`src/rtl/rr_moore_arbiter.sv`:
```
// Round-robin Moore arbiter: IDLE -> GRANT -> RELEASE, outputs decoded from registers only.
// Optional hold timeout compiled in with `define HOLD_TIMEOUT_EN.
module rr_moore_arbiter #(
    parameter int N        = 4,
    parameter int ID_W     = 2,
    parameter int MAX_HOLD = 8
) (
    input  logic            clk,
    input  logic            reset_n,
    input  logic [N-1:0]    req,
    output logic [N-1:0]    grant,
    output logic [ID_W-1:0] grant_id,
    output logic            busy,
    output logic            timeout
);

    typedef enum logic [1:0] {
        S_IDLE,
        S_GRANT,
        S_RELEASE
    } state_t;

    state_t          r_state;
    state_t          w_state_nxt;
    logic [ID_W-1:0] r_ptr;
    logic [ID_W-1:0] w_ptr_nxt;
    logic [ID_W-1:0] r_owner;
    logic [ID_W-1:0] w_owner_nxt;
    logic [ID_W-1:0] w_owner_inc;
    logic [ID_W-1:0] w_winner;
    logic            w_found;
    int unsigned     w_idx;

    if (N < 2 || N > 16 || (1 << ID_W) < N || MAX_HOLD < 2 || MAX_HOLD > 255) begin : g_bad_param
        $error("rr_moore_arbiter: illegal parameter set");
    end

    // Circular search starting at r_ptr; first requester found wins.
    always_comb begin
        w_winner = '0;
        w_found  = 1'b0;
        w_idx    = 0;
        for (int unsigned i = 0; i < N; i++) begin
            w_idx = (32'(r_ptr) + i) % N;
            if (!w_found && req[w_idx]) begin
                w_winner = ID_W'(w_idx);
                w_found  = 1'b1;
            end
        end
    end

    assign w_owner_inc = (int'(r_owner) == N - 1) ? '0 : r_owner + 1'b1;

`ifdef HOLD_TIMEOUT_EN
    logic [7:0] r_hold_cnt;
    logic       r_timeout;
    logic       w_timeout_nxt;
`endif

    always_comb begin
        w_state_nxt = r_state;
        w_ptr_nxt   = r_ptr;
        w_owner_nxt = r_owner;
`ifdef HOLD_TIMEOUT_EN
        w_timeout_nxt = 1'b0;
`endif
        case (r_state)
            S_IDLE, S_RELEASE: begin
                if (|req) begin
                    w_state_nxt = S_GRANT;
                    w_owner_nxt = w_winner;
                end else begin
                    w_state_nxt = S_IDLE;
                end
            end
            S_GRANT: begin
                if (!req[r_owner]) begin
                    w_state_nxt = S_RELEASE;
                    w_ptr_nxt   = w_owner_inc;
                end
`ifdef HOLD_TIMEOUT_EN
                else if (r_hold_cnt == 8'(MAX_HOLD - 1)) begin
                    w_state_nxt   = S_RELEASE;
                    w_ptr_nxt     = w_owner_inc;
                    w_timeout_nxt = 1'b1;
                end
`endif
            end
            default: w_state_nxt = S_IDLE;
        endcase
    end

    always_ff @(posedge clk or negedge reset_n) begin
        if (!reset_n) begin
            r_state <= S_IDLE;
            r_ptr   <= '0;
            r_owner <= '0;
        end else begin
            r_state <= w_state_nxt;
            r_ptr   <= w_ptr_nxt;
            r_owner <= w_owner_nxt;
        end
    end

`ifdef HOLD_TIMEOUT_EN
    // Count is zero on GRANT entry because the previous state is never GRANT.
    always_ff @(posedge clk or negedge reset_n) begin
        if (!reset_n) begin
            r_hold_cnt <= '0;
            r_timeout  <= 1'b0;
        end else begin
            r_hold_cnt <= (r_state == S_GRANT) ? r_hold_cnt + 8'd1 : '0;
            r_timeout  <= w_timeout_nxt;
        end
    end

    assign timeout = r_timeout;
`else
    assign timeout = 1'b0;
`endif

    always_comb begin
        grant    = '0;
        grant_id = '0;
        busy     = 1'b0;
        if (r_state == S_GRANT) begin
            grant[r_owner] = 1'b1;
            grant_id       = r_owner;
            busy           = 1'b1;
        end
    end

endmodule
```
`config.mk`:
```
export PLATFORM = sky130hd
export DESIGN_NAME = rr_moore_arbiter
export DESIGN_NICKNAME = d
export VERILOG_FILES = /design/src/rtl/rr_moore_arbiter.sv
export SDC_FILE = /design/constraint.sdc
export NUM_CORES = 1
export LEC_CHECK = 0
export BUFFER_PORTS_ARGS = -buffer_cell sky130_fd_sc_hd__buf_2
export CELL_PAD_IN_SITES_DETAIL_PLACEMENT = 1
export CELL_PAD_IN_SITES_GLOBAL_PLACEMENT = 2
export CORE_MARGIN = 2
export CORE_UTILIZATION = 28
export DETAILED_ROUTE_END_ITERATION = 10
export PLACE_DENSITY_LB_ADDON = 0.1
export SETUP_SLACK_MARGIN = 0.15
export SLEW_MARGIN = 15
export SYNTH_ARGS = -nofsm -noshare
export SYNTH_HDL_FRONTEND = slang
export SYNTH_SLANG_ARGS = --single-unit
```
`constraint.sdc`:
```
create_clock -name clk -period 1.73 [get_ports clk]
set_input_delay 0.0865 -clock clk [delete_from_list [all_inputs] [get_ports clk]]
set_output_delay 0.0865 -clock clk [all_outputs]
set_load 0.01 [all_outputs]
```
==> results.yml <==
status:
  outcome: "finished clean"
place:
  post-dp-hpwl_um: 907.9
  gp_congestion: 0.7268
  place_ws_ps: 205.5
  port-buffer-count: 12
synth:
  synth_seq_cells: 6
  async_flop_share_pct: 100.0
  synth.avg_cell_area_sq_um: 9.559
  synth_edf_count: 0
  synthTopCellsByCount: "dfrtp_1, nor2_1, and2_1"
  seq_area_frac_synth_pct: 31.41
  ys.warnings.count: 0
  synthTopCellsByArea: "dfrtp_1, ha_1, and2_1"
  synth_top_area_cell: "dfrtp_1"
  synthCells: 50
  synth_area_sq_um: 478.0
  synth_top_area_share_pct: 31.41
  ys.flop_type: "dfrtp_1"
  synthDistinctLibCells: 26
  synthesis.nets: 60
sta:
  timing.hold.ws_ps: 196.4
  timing.final.crit_share_pct: 87.83
  timing.setup.tns_ps: 0
  rsz0062_at_grt: "false"
  fin_ws_ps: 210.6
  min_period_ps: 1519
  fmax_ghz: 0.6582
  hold_viol: 0
  setup_violations: 0
  fin_skew_ps: 1.417
  final_max_slew_viol_count: 0
cts:
  clockBufferDepth: 2
  cts_tree: "done"
  cts_root_buf: "clkbuf_4"
  path_clk_slew_ps: 40
  cts_inserted_buffers: 3
  clock_latency_ps: 250
  post_cts_buffers: 0
  hold_buffers: 1
  cts.sinks: 6
  htreeDepth: 1
  cts_resized: 0
finish:
  nets: 78
  area_growth_pct: 24.08
  n_antenna_cell: 0
  final_util_pct: 38.04
  layout-drive-gt1-share_pct: 37.88
  fillCellCount: 179
critical_path:
  critPathMaxFanout: 3
  crit_type: "reg2reg"
  cp.arrival_ps: 1650
  endpoint_kind: "flop"
  required_ps: 1860
  start_kind: "flop"
power_and_ir_drop:
  power_leakage_nw: 0.3084
  peakVddDrop_mv: 0.7778
  p_total_mw: 1.007
  cellPowerDensity_nw_per_um2: 1699
grt:
  grt_pass1_vias: 401
  grt_max_degree: 9
  grt_overflow: 0
  grt.total_usage_pct: 13.48
  grt_pass1_wl_mm: 1.849
  antenna_found_initial: 0
routing:
  drcViolationCount: 0
  drt_wl_total_mm: 1.126
  drt-pass1-iter-count: 1
  ant_nets: 0
  viasPerCell: 4.829
  vias: 396
  drt_iter0_markers: 0
  wire_per_inst_um: 13.73
floorplan:
  fp.dieW_um: 45.32
  num_io_pins: 14
  floorplan.initialDensity_pct: 30.66
  die_h_um: 45.32
  dieArea_sq_um: 2053
  core_area_sq_um: 1559
  rows: 14
run:
  max_cap_viol_count: 0
hold_path:
  hold_class: "in2async"
==> through the flow <==
stage / instances / instance area [sq um]
6_report: 82 / 593.1
5_1_grt: 82 / 593.1
4_1_cts: 82 / 593.1
3_5_place_dp: 78 / 560.5
3_3_place_gp: 78 / 560.5
2_1_floorplan: 50 / 478.0
==> report_power, final <==
group	leakage, nW	internal, mW	switching, mW
Sequential	0.0725	0.211	0.0788
Clock	0.0138	0.0784	0.0501
Combinational	0.222	0.322	0.267
Total	0.308	0.612	0.396
==> sequential cells by signal, indices dropped and copies added, names as in the netlist <==
signal / count
r_owner: 2
r_ptr: 2
r_state: 2
==> kinds of logic after synthesis <==
logic type	synth area share, %
buffers and inverters	5.758
flip-flops	31.41
other	0.7846
multiplexers	15.44
AO/OA/AOI/OAI	12.57
AND/OR/NAND/NOR	23.56
adder cells (fa/ha/maj)	10.47
==> layout make-up <==
| type | instances | area (sq um) | share of cell area (%) |
|---|---|---|---|
| clock buffer | 3 | 22.52 | 3.797 |
| inverter | 4 | 15.01 | 2.532 |
| multi-input combinational | 38 | 300.3 | 50.63 |
| sequential | 6 | 150.1 | 25.32 |
| tap | 16 | 20.02 | 3.376 |
| timing repair buffer | 15 | 85.08 | 14.35 |
==> cells in the final DEF (no fill, tap or decap), drive strengths merged <==
cell and n:
a21o 1, a21oi 2, a311oi 1, a31o 1, and2 6, and3 1, buf 14, clkbuf 3
conb 1, dfrtp 6, dlygate4sd3 1, ha 4, inv 4, mux2 3, mux2i 1, mux4 1
nand2b 1, nand3b 1, nor2 6, nor2b 3, nor3 1, o21a 1, o21ai 2, o22ai 1
==> final timing paths <==
| check | from | endpoint | slack (ps) | cells past startpoint |
|---|---|---|---|---|
| setup / recovery | r_owner[0]$_DFFE_PN0P_ | r_ptr[0]$_DFFE_PN0P_ | 210 | 3 |
| setup reg to reg | r_owner[0]$_DFFE_PN0P_ | r_ptr[0]$_DFFE_PN0P_ | 210 | 3 |
| hold reg to reg | r_state[1]$_DFFE_PN0P_ | r_state[1]$_DFFE_PN0P_ | 560 | 2 |
| min in group clk | req[2] | r_owner[1]$_DFFE_PN0P_ | 310 | 4 |
| hold / removal | reset_n | r_ptr[1]$_DFFE_PN0P_ | 200 | 2 |
| max in group asynchronous | reset_n | r_state[1]$_DFFE_PN0P_ | 1390 | 2 |
==> critical path, cell delays in order, from the launching register on <==
cell and delay, ps:
dfrtp_1 360, mux4_2 550, nor2b_4 180, mux2_4 310
==> metal layers <==
| metal | up-vias | GRT usage [%] | share of wire (%) |
|---|---|---|---|
| li1 | 199 | - | - |
| met4 | 0 | 3.529 | 0 |
| met2 | 12 | 20.86 | 47 |
| met3 | 0 | 6.000 | 5.0 |
| met5 | - | 0 | 0 |
| met1 | 185 | 17.08 | 48 |
Power figures use the tool's default switching activity.
